[src/rtl/mem_arb_pkg.sv]
// Shared constants and encodings for the I/D memory port arbiter.
package mem_arb_pkg;

  localparam int ADDR_W = 28;
  localparam int LINE_W = 128;

  typedef enum logic [1:0] {
    S_IDLE    = 2'd0,
    S_GRANT_I = 2'd1,
    S_GRANT_D = 2'd2
  } arb_state_e;

  localparam logic REQ_I = 1'b0;
  localparam logic REQ_D = 1'b1;

endpackage

[src/rtl/mem_arbiter_arb_rr2.sv]
// Two-way request picker: round-robin against the previous grant, or D-first when fixed.
module arb_rr2
  import mem_arb_pkg::*;
#(
  parameter bit FIXED_PRIO = 1'b0
) (
  input  logic [1:0] req,
  input  logic       last_grant,
  output logic       grant_valid,
  output logic       grant_id
);

  always_comb begin
    grant_valid = |req;
    grant_id    = REQ_I;
    if (req[REQ_I] && req[REQ_D]) begin
      grant_id = FIXED_PRIO ? REQ_D : ~last_grant;
    end else if (req[REQ_D]) begin
      grant_id = REQ_D;
    end
  end

endmodule

[src/rtl/mem_arbiter.sv]
// Shares one line-wide memory port between the I-cache and D-cache, one transaction at a time.
// State table: S_IDLE = nothing outstanding | S_GRANT_I = I owns memory | S_GRANT_D = D owns memory.
module mem_arbiter #(
  parameter int ADDR_W     = mem_arb_pkg::ADDR_W,
  parameter int LINE_W     = mem_arb_pkg::LINE_W,
  parameter int FIXED_PRIO = 0
) (
  input  logic              clk,
  input  logic              proc_reset,
  input  logic              ic_mem_read,
  input  logic [ADDR_W-1:0] ic_mem_addr,
  output logic [LINE_W-1:0] ic_mem_rdata,
  output logic              ic_mem_ready,
  input  logic              dc_mem_read,
  input  logic              dc_mem_write,
  input  logic [ADDR_W-1:0] dc_mem_addr,
  input  logic [LINE_W-1:0] dc_mem_wdata,
  output logic [LINE_W-1:0] dc_mem_rdata,
  output logic              dc_mem_ready,
  output logic              mem_read,
  output logic              mem_write,
  output logic [ADDR_W-1:0] mem_addr,
  output logic [LINE_W-1:0] mem_wdata,
  input  logic [LINE_W-1:0] mem_rdata,
  input  logic              mem_ready
);

  import mem_arb_pkg::arb_state_e;
  import mem_arb_pkg::S_IDLE;
  import mem_arb_pkg::S_GRANT_I;
  import mem_arb_pkg::S_GRANT_D;
  import mem_arb_pkg::REQ_I;
  import mem_arb_pkg::REQ_D;

  arb_state_e        state_q, state_d;
  logic              last_grant_q, last_grant_d;
  logic              mem_read_q, mem_read_d;
  logic              mem_write_q, mem_write_d;
  logic [ADDR_W-1:0] mem_addr_q, mem_addr_d;
  logic [LINE_W-1:0] mem_wdata_q, mem_wdata_d;

  logic [1:0] req;
  logic       grant_valid;
  logic       grant_id;

  assign req[REQ_I] = ic_mem_read;
  assign req[REQ_D] = dc_mem_read | dc_mem_write;

  arb_rr2 #(
    .FIXED_PRIO (FIXED_PRIO != 0)
  ) u_pick (
    .req         (req),
    .last_grant  (last_grant_q),
    .grant_valid (grant_valid),
    .grant_id    (grant_id)
  );

  always_comb begin
    state_d      = state_q;
    last_grant_d = last_grant_q;
    mem_read_d   = mem_read_q;
    mem_write_d  = mem_write_q;
    mem_addr_d   = mem_addr_q;
    mem_wdata_d  = mem_wdata_q;
    case (state_q)
      S_IDLE: begin
        if (grant_valid) begin
          last_grant_d = grant_id;
          if (grant_id == REQ_I) begin
            state_d     = S_GRANT_I;
            mem_read_d  = 1'b1;
            mem_write_d = 1'b0;
            mem_addr_d  = ic_mem_addr;
          end else begin
            // A simultaneous read+write from the D-cache is treated as a writeback.
            state_d     = S_GRANT_D;
            mem_read_d  = ~dc_mem_write;
            mem_write_d = dc_mem_write;
            mem_addr_d  = dc_mem_addr;
            mem_wdata_d = dc_mem_wdata;
          end
        end
      end
      S_GRANT_I, S_GRANT_D: begin
        if (mem_ready) begin
          state_d     = S_IDLE;
          mem_read_d  = 1'b0;
          mem_write_d = 1'b0;
        end
      end
      default: begin
        state_d     = S_IDLE;
        mem_read_d  = 1'b0;
        mem_write_d = 1'b0;
      end
    endcase
  end

  always_ff @(posedge clk or posedge proc_reset) begin
    if (proc_reset) begin
      state_q      <= S_IDLE;
      last_grant_q <= REQ_D;
      mem_read_q   <= 1'b0;
      mem_write_q  <= 1'b0;
      mem_addr_q   <= '0;
      mem_wdata_q  <= '0;
    end else begin
      state_q      <= state_d;
      last_grant_q <= last_grant_d;
      mem_read_q   <= mem_read_d;
      mem_write_q  <= mem_write_d;
      mem_addr_q   <= mem_addr_d;
      mem_wdata_q  <= mem_wdata_d;
    end
  end

  assign mem_read  = mem_read_q;
  assign mem_write = mem_write_q;
  assign mem_addr  = mem_addr_q;
  assign mem_wdata = mem_wdata_q;

  assign ic_mem_ready = mem_ready & (state_q == S_GRANT_I);
  assign dc_mem_ready = mem_ready & (state_q == S_GRANT_D);
  assign ic_mem_rdata = mem_rdata;
  assign dc_mem_rdata = mem_rdata;

endmodule

[config.mk]
export PLATFORM = sky130hd
export DESIGN_NAME = mem_arbiter
export DESIGN_NICKNAME = d
export VERILOG_FILES = /design/src/rtl/mem_arb_pkg.sv /design/src/rtl/mem_arbiter_arb_rr2.sv /design/src/rtl/mem_arbiter.sv
export SDC_FILE = /design/constraint.sdc
export NUM_CORES = 1
export LEC_CHECK = 0
export CAP_MARGIN = 20
export CELL_PAD_IN_SITES_DETAIL_PLACEMENT = 1
export CELL_PAD_IN_SITES_GLOBAL_PLACEMENT = 1
export CORE_AREA = 2 2 286 288
export CTS_CLUSTER_DIAMETER = 80
export CTS_CLUSTER_SIZE = 28
export DETAILED_ROUTE_END_ITERATION = 12
export DIE_AREA = 0 0 288 290
export PLACE_DENSITY_LB_ADDON = 0.1
export SYNTH_ARGS = -nofsm -noshare
export SYNTH_HDL_FRONTEND = slang
export SYNTH_HIERARCHICAL = 1
export SYNTH_SLANG_ARGS = --single-unit
[constraint.sdc]
create_clock -name clk -period 12.9 [get_ports clk]
set_input_delay 2.58 -clock clk [delete_from_list [all_inputs] [get_ports clk]]
set_output_delay 2.58 -clock clk [all_outputs]
set_load 0.02 [all_outputs]
==> results of run 1 <==
[cell families (layout without fill, tap and decap cells)]
kind of cell	Yosys count	count (layout)	synth area share [%]
flops	161	161	46.3
buf+inv	283	390	24.6
fa+ha+maj	4	4	0.575
mux	159	159	24.5
simple gates	41	41	2.14
compound gates	33	33	1.98
[critical path: cells and delay by family]
family	cells	cell delay, ns
buf+inv	2	1.12
simple gates	1	0.16
[through the flow]
step	power (mW)	utilization (%)	setup WS (ns)	std cells
after global placement	2.58	14.3	6.44	1816
after floorplan	1.93	-	5.97	681
after global routing	3.29	15.1	6.37	1848
after detailed placement	2.58	14.3	6.41	1816
after CTS	3.20	15.1	6.41	1848
final	3.08	15.1	6.45	1848
[routing by layer]
| metal | routed length [um] | track usage [%] | vias up | share of wire (%) |
|---|---|---|---|---|
| li1 | - | - | 2190 | - |
| met1 | 10800 | 7.35 | 2406 | 35 |
| met2 | 15200 | 12.2 | 271 | 50 |
| met3 | 2990 | 3.46 | 106 | 9.8 |
| met4 | 1670 | 5.23 | 0 | 5.4 |
| met5 | 0 | 0 | - | 0 |
[cells in the mapped netlist, types with 2 or more instances]
master | n | area, um2
sky130_fd_sc_hd__o21ai_0 | 2 | 10.0
sky130_fd_sc_hd__nor2_1 | 29 | 109
sky130_fd_sc_hd__and2_1 | 3 | 18.8
sky130_fd_sc_hd__clkbuf_1 | 2 | 7.51
sky130_fd_sc_hd__buf_2 | 8 | 40.0
sky130_fd_sc_hd__mux2_2 | 29 | 327
sky130_fd_sc_hd__mux2i_1 | 29 | 290
sky130_fd_sc_hd__a21oi_1 | 28 | 140
sky130_fd_sc_hd__nor2b_1 | 2 | 12.5
sky130_fd_sc_hd__dfrtp_1 | 160 | 4000
sky130_fd_sc_hd__buf_6 | 14 | 158
sky130_fd_sc_hd__mux2_4 | 100 | 1500
sky130_fd_sc_hd__inv_1 | 3 | 11.3
sky130_fd_sc_hd__buf_4 | 256 | 1920
sky130_fd_sc_hd__ha_1 | 4 | 50.1
[state kept, by name, indices dropped and copies added (netlist names)]
name,flops
state_q,2
last_grant_q,1
mem_read,1
mem_addr,28
mem_write,1
mem_wdata,128
[power groups by stage]
| stage | sequential (mW) | combinational (mW) | clock, mW |
|---|---|---|---|
| 3_5_place_dp | 0.912 | 1.66 | 0 |
| 5_1_grt | 0.946 | 1.71 | 0.631 |
| 6_report | 0.908 | 1.61 | 0.567 |
| 2_1_floorplan | 1.22 | 0.710 | 0 |
| 3_3_place_gp | 0.914 | 1.67 | 0 |
| 4_1_cts | 0.912 | 1.67 | 0.623 |
[how the worst max path moves through the flow]
stage / start / endpoint / slack, ns / depth (start not counted)
floorplan: proc_reset / mem_addr[0]$_DFFE_PP0P_ / 5.97 / 1
global route: mem_ready / dc_mem_ready / 6.37 / 3
finish: mem_ready / dc_mem_ready / 6.45 / 3
global placement: mem_ready / dc_mem_ready / 6.44 / 3
detailed placement: mem_ready / dc_mem_ready / 6.41 / 3
CTS: mem_ready / dc_mem_ready / 6.41 / 3
[area by class of cell]
cell class                      count  area, um2  share of cell area, %
Timing Repair Buffer              355       3540                   29.3
Clock buffer                       19        453                   3.75
Multi-Input combinational cell    237       2560                   21.2
Tap cell                         1060       1330                   11.0
Clock inverter                     13        149                   1.23
Inverter                            3       18.8                  0.155
Sequential cell                   161       4030                   33.4
[cells in the final DEF, fill, tap and decap left out, types with 4 or more instances in the layout]
cell	netlist	routed
sky130_fd_sc_hd__mux2_4	100	100
sky130_fd_sc_hd__inv_6	0	5
sky130_fd_sc_hd__mux2_2	29	29
sky130_fd_sc_hd__mux2i_1	29	29
sky130_fd_sc_hd__buf_4	256	6
sky130_fd_sc_hd__clkdlybuf4s50_1	0	349
sky130_fd_sc_hd__a21oi_1	28	28
sky130_fd_sc_hd__nor2_1	29	29
sky130_fd_sc_hd__dfrtp_1	160	160
sky130_fd_sc_hd__clkbuf_16	0	17
sky130_fd_sc_hd__ha_1	4	4
==> out/results.env, run 1 <==
FF2FF_SETUP_SLACK_NS=10.10
ASYNC_RESET_FF_SHARE_PCT=100
GRT_SETUP_UNREPAIRED='false'
CRIT_CHAIN='clkdlybuf4s50_1, and2_1, clkdlybuf4s50_1'
PATH_CLASS='primary input to output pin'
WORSTMARGINPINSLEW_NS=0.951
GRT_USAGE_PCT=7.41
TRITONCTS.NUM_BUFFERS=17
START_UTIL_PCT=10.9
CORE_UM2=80200
CP.REQUIRED_NS=10.32
GRT_ANTENNA_BEFORE_REPAIR=0
NET-SWITCHING-POWER_mW=1.15
TIMING.MAX_SLEW.REL_SLACK_PCT=36.6
NETSWITCHINGFRACTION_PCT=37.4
DRV_SLEW=0
FINALWIRELENGTH_UM=30700
CLOCK_TREE_BUFFER_DEPTH=2
FIN_TNS_SETUP_NS=0
DP_HPWL_UM=22300
DETAIL_ROUTE.FIRST_PASS.ITERATIONS=4
NNETSFINAL=1097
GRT_START_MAX_NET_PINS=68
ROUTED_WIRE_LENGTH_PER_INSTANCE_UM=16.6
LAYOUT_WORST_PATH_CYCLE_SHARE_PCT=50.0
CRIT_PATH_MAX_INCR_DELAY_NS=0.62
VIA_PER_INST=2.69
DIE_AREA_UM2=83500
SYNTH.DISTINCT_CELLS=27
SYNTH-WARNING-COUNT=6
NUMBER_OF_GLOBAL_ROUTE_VIAS_BEFORE_REPAIR=5654
CRITPATHLAUNCHTYPE='primary input'
BUFFER_CELL_DRIVING_THE_CLOCK_TREE_ROOT='sky130_fd_sc_hd__clkbuf_16'
LAYOUT-DRIVE-GT1-SHARE_PCT=22.0
DETAIL_ROUTE.DRC_VIOLATIONS=0
MIN_FROM='mem_wdata[61]$_DFFE_PP0P_'
SEQ_POWER_SHARE_PCT=29.4
POSTPLACECELLAREA_UM2=11500
CLOCK_LATENCY_NS=0.48
WHS_NS=0.505
GLOBALPLACE.CONGESTION=0.626
TIMING.FMAX_MHz=155
LAYOUT.FILLER_CELLS=9173
GRT_FIRST_PASS_WIRELENGTH_UM=43300
FLOORPLAN_DIE_HEIGHT_UM=290
PORT_BUFFERS=349
DIE-WIDTH_UM=288
FF_TO_FF_START='state_q[1]$_DFFE_PP0P_'
SETUP.WORST_PATH.END_CLASS='output pin'
YS_SEQ_AREA_SHARE_PCT=46.3
POST_SYNTH_INSTANCE_AREA_UM2=8710
R2R_CELLS=5
SKEW_NS=0.0115
TIMING.HOLD.WORST.CLASS='flip-flop to flip-flop'
AREA_GROWTH_SYN_TO_LAYOUT_PCT=38.7
PART_OF_THE_TOTAL_POWER_DISSIPATED_IN_THE_CLOCK_NETWORK_PCT=18.4
HOLD_DEPTH=1
CRIT_FANOUT=3
SETUP_VIOLATORS_FINAL=0
CRITICAL_PATH.MOST_COMMON_CELL='sky130_fd_sc_hd__clkdlybuf4s50_1'
FIRST_ITER_VIOLATIONS=108
WORST_PATH_MAX_DELAY_CELL='sky130_fd_sc_hd__clkdlybuf4s50_1'
SYNTH_ENABLE_FLOP_CELLS=0
SYNTHFLOPTYPE='sky130_fd_sc_hd__dfrtp_1'
FINALHOLDVIOLCOUNT=0
SYN_AVG_CELL_AREA_UM2=12.8
CTS_HOLD_BUFFERS=0
WORST_CASE_HOLD_PATH_END_POINT='mem_wdata[61]$_DFFE_PP0P_'
CRITPATHARRIVALTIME_NS=3.87
IRDROPWORSTVDD_mV=0.0950
TRITONCTS='built'
NUM_ROWS=104
SYNTH-SEQ-CELLS=161
OUTCOME='completed'
POWER_PER_CELL_AREA_nW_PER_UM2=255
MAX_CAP_VIOLATIONS=0
SYN_NETS=1003
VIAS=4973
CLKSINKCOUNT=161
CRIT-REG2REG-CAPTURE='mem_wdata[69]$_DFFE_PP0P_'
PIN_COUNT=734
STDCELL_AREA_UM2=12100
CTS_MAX_LEVEL=4
POST-CTS-SETUP-BUFFER-COUNT=0
COMB_PWR_SHARE_PCT=52.2
ANTENNA_CELLS=0
SYNTHCELLS=681
GRT.OVERFLOW.TOTAL=0
TOTAL_LEAKAGE_POWER_nW=4.94
CLKTRANSATPATHREGS_NS=0.07
FINAL_PERIOD_MINUS_WORST_SETUP_SLACK_NS=6.45
DETAIL-ROUTE-ANTENNA-NETS=0
POSTCTSRESIZEDCELLS=0
INTERNAL_POWER_mW=1.93
Power figures use the tool's default switching activity.
==> inputs of run 2 (changes only) <==
--- a/config.mk
+++ b/config.mk
@@ -8,11 +8,11 @@
 export CAP_MARGIN = 20
 export CELL_PAD_IN_SITES_DETAIL_PLACEMENT = 1
 export CELL_PAD_IN_SITES_GLOBAL_PLACEMENT = 1
-export CORE_AREA = 2 2 286 288
+export CORE_AREA = 2 2 285 287
 export CTS_CLUSTER_DIAMETER = 80
 export CTS_CLUSTER_SIZE = 28
 export DETAILED_ROUTE_END_ITERATION = 12
-export DIE_AREA = 0 0 288 290
+export DIE_AREA = 0 0 287 289
 export PLACE_DENSITY_LB_ADDON = 0.1
 export SYNTH_ARGS = -nofsm -noshare
 export SYNTH_HDL_FRONTEND = slang
==> constraint.sdc (replaced) <==
create_clock -name clk -period 5.8 [get_ports clk]
set_input_delay 1.16 -clock clk [delete_from_list [all_inputs] [get_ports clk]]
set_output_delay 1.16 -clock clk [all_outputs]
set_load 0.02 [all_outputs]
==> run 2 against run 1 <==
Against the previous run:
- flip-flop and latch count did not move
- hold slack got worse by 0.0010 ns
- cell count barely moved
- largest cell class unchanged
- largest power group unchanged
- highest routed layer is now met5
==> out/results.env, run 2 (synthesis gave the netlist of run 1 again) <==
CORE_UM2=79900  # -0.32%
FIN_TNS_SETUP_NS=0  # unchanged
CRITICAL_PATH.MOST_COMMON_CELL='sky130_fd_sc_hd__clkdlybuf4s50_1'
GRT_SETUP_UNREPAIRED='false'
CRITPATHARRIVALTIME_NS=2.42  # -1.45 ns
PRE_CTS_SETUP_SLACK_NS=1.89  # -4.52 ns
HOLD_DEPTH=1  # unchanged
NUM_ROWS=104  # unchanged
MOSTFREQUENTLAYOUTCELL='sky130_fd_sc_hd__clkdlybuf4s50_1'
SKEW_NS=0.0109  # -0.000599 ns
START_UTIL_PCT=10.9  # +0.035 points
MOST-COMMON-LAYOUT-CELLS='sky130_fd_sc_hd__clkdlybuf4s50_1 (349), sky130_fd_sc_hd__dfrtp_1 (160), sky130_fd_sc_hd__mux2_4 (100)'
DETAIL_ROUTE.DRC_VIOLATIONS=0  # unchanged
POSTPLACECELLAREA_UM2=11500  # +0.33%
BUFFER_CELL_DRIVING_THE_CLOCK_TREE_ROOT='sky130_fd_sc_hd__clkbuf_16'
VIAS=4998  # +0.50%
WORST_PATH_MAX_DELAY_CELL='sky130_fd_sc_hd__clkdlybuf4s50_1'
FF_TO_FF_START='state_q[0]$_DFFE_PP0P_'
CRIT_FANOUT=3  # unchanged
FF2FF_SETUP_SLACK_NS=3.26  # -6.84 ns
FINAL.SETUP.WORST_SLACK_NS=2.22  # -4.23 ns
SEQ_POWER_SHARE_PCT=29.6  # +0.2 points
LARGEST_REGISTER_FFS=128  # unchanged
FINALHOLDVIOLCOUNT=0  # unchanged
COMB_PWR_SHARE_PCT=52.6  # +0.4 points
FLOORPLAN_DIE_HEIGHT_UM=289  # -0.34%
CTS_HOLD_BUFFERS=0  # unchanged
CRIT_PATH_MAX_INCR_DELAY_NS=0.60  # -0.02 ns
LAYOUT_WORST_PATH_CYCLE_SHARE_PCT=61.7
GRT_ANTENNA_BEFORE_REPAIR=2  # +2
DIE-WIDTH_UM=287  # -0.35%
GRT_USAGE_PCT=7.24  # -0.16 points
CLOCK_TREE_BUFFER_DEPTH=2  # unchanged
DP_HPWL_UM=22000  # -1.1%
NET-SWITCHING-POWER_mW=2.59  # +120%
POWER_PER_CELL_AREA_nW_PER_UM2=565  # +120%
CTS_MAX_LEVEL=4  # unchanged
IRDROPWORSTVDD_mV=0.216  # +130%
VIA_PER_INST=2.70  # +0.45%
CLOCK_LATENCY_NS=0.47  # about the same
WORST_SETUP_PATH_STARTPOINT='mem_ready'
DESIGN_POWER_TOTAL_mW=6.84  # +120%
DETAIL-ROUTE-ANTENNA-NETS=0  # unchanged
SETUP.WORST_PATH.END_CLASS='output pin'
AREA_GROWTH_SYN_TO_LAYOUT_PCT=38.9
R2R_CELLS=5  # unchanged
PATH_CLASS='primary input to output pin'
CRITPATHLAUNCHTYPE='primary input'
NUMBER_OF_GLOBAL_ROUTE_VIAS_BEFORE_REPAIR=5660  # +0.11%
NETSWITCHINGFRACTION_PCT=37.8  # +0.46 points
CP.REQUIRED_NS=4.64  # -5.68 ns
TIMING.FMAX_MHz=280
NNETSFINAL=1097  # unchanged
GRT.OVERFLOW.TOTAL=0  # unchanged
PIN_COUNT=734  # unchanged
FINALWIRELENGTH_UM=30300  # -1.4%
STDCELL_AREA_UM2=12100  # +0.20%
PART_OF_THE_TOTAL_POWER_DISSIPATED_IN_THE_CLOCK_NETWORK_PCT=17.7  # -0.7 points
TRITONCTS='built'
FIRST_ITER_VIOLATIONS=94  # -13%
ROUTED_WIRE_LENGTH_PER_INSTANCE_UM=16.4  # -1.5%
LAYOUT-DRIVE-GT1-SHARE_PCT=22.0  # unchanged
POSTCTSRESIZEDCELLS=0  # unchanged
TOTAL_LEAKAGE_POWER_nW=4.95  # +0.19%
INTERNAL_POWER_mW=4.25  # +120%
CRIT_CHAIN='clkdlybuf4s50_1, and2_1, clkdlybuf4s50_1'
DETAIL_ROUTE.FIRST_PASS.ITERATIONS=4  # unchanged
WORSTMARGINPINSLEW_NS=0.919  # -0.0321 ns
WORST_CASE_HOLD_PATH_END_POINT='mem_wdata[66]$_DFFE_PP0P_'
MAX_CAP_VIOLATIONS=0  # unchanged
DRV_SLEW=0  # unchanged
CLKSINKCOUNT=161  # unchanged
GRT_START_MAX_NET_PINS=94  # +38%
OUTCOME='completed'
FINAL_PERIOD_MINUS_WORST_SETUP_SLACK_NS=3.58
PORT_BUFFERS=349  # unchanged
TIMING.MAX_SLEW.REL_SLACK_PCT=38.8  # +2.1 points
DIE_AREA_UM2=82900  # -0.69%
SETUP_VIOLATORS_FINAL=0  # unchanged
GRT_FIRST_PASS_WIRELENGTH_UM=42200  # -2.4%
CLKTRANSATPATHREGS_NS=0.08  # about the same
GLOBALPLACE.CONGESTION=0.620  # -0.85%
POST-CTS-SETUP-BUFFER-COUNT=0  # unchanged
CRIT-REG2REG-CAPTURE='mem_wdata[125]$_DFFE_PP0P_'
TIMING.HOLD.WORST.CLASS='flip-flop to flip-flop'
TRITONCTS.NUM_BUFFERS=17  # unchanged
MIN_FROM='mem_wdata[66]$_DFFE_PP0P_'
-- run 2: how the worst max path moves through the flow --
stage | slack (ns) | endpoint | depth (start not counted)
global placement | 1.87 | mem_wdata[56]$_DFFE_PP0P_ | 6
detailed placement | 1.89 | mem_wdata[56]$_DFFE_PP0P_ | 6
finish | 2.22 | ic_mem_ready | 3
CTS | 2.20 | ic_mem_ready | 3
global route | 2.19 | dc_mem_ready | 3
floorplan | 0.29 | mem_addr[0]$_DFFE_PP0P_ | 1
-- run 2: power by group through the flow --
stage          clock network [mW]  logic [mW]  registers, mW
6_report                     1.21        3.60           2.03
5_1_grt                      1.35        3.83           2.12
4_1_cts                      1.33        3.71           2.04
3_5_place_dp                    0        3.70           2.04
3_3_place_gp                    0        3.70           2.05
2_1_floorplan                   0        1.58           2.70
-- run 2: layout make-up --
cell class / instances / area (um2)
fill: 9076 / 67800
sequential: 161 / 4030
timing repair buffer: 355 / 3580
multi-input combinational: 237 / 2560
tap: 1060 / 1330
clock buffer: 18 / 439
clock inverter: 14 / 146
inverter: 3 / 18.8
antenna: 1 / 2.50
-- run 2: per-stage QoR --
stage                     hold slack, ns  cells  utilization [%]
after floorplan                    0.496    681                -
after global placement             0.486   1816             14.4
after detailed placement           0.492   1816             14.4
after CTS                          0.511   1848             15.1
after global routing               0.521   1848             15.1
final                              0.504   1849             15.1
-- run 2: layer usage --
layer	vias to the layer above	routed length (um)	global-route usage [%]
met1	2436	11100	7.38
li1	2185	-	-
met4	2	1510	4.78
met2	267	14200	11.4
met3	108	3370	4.09
met5	-	13	0
-- run 2: critical path: cells and delay by family --
family                 cells  cell delay, ns
buffers and inverters      2            1.11
and+or+nand+nor            1            0.14
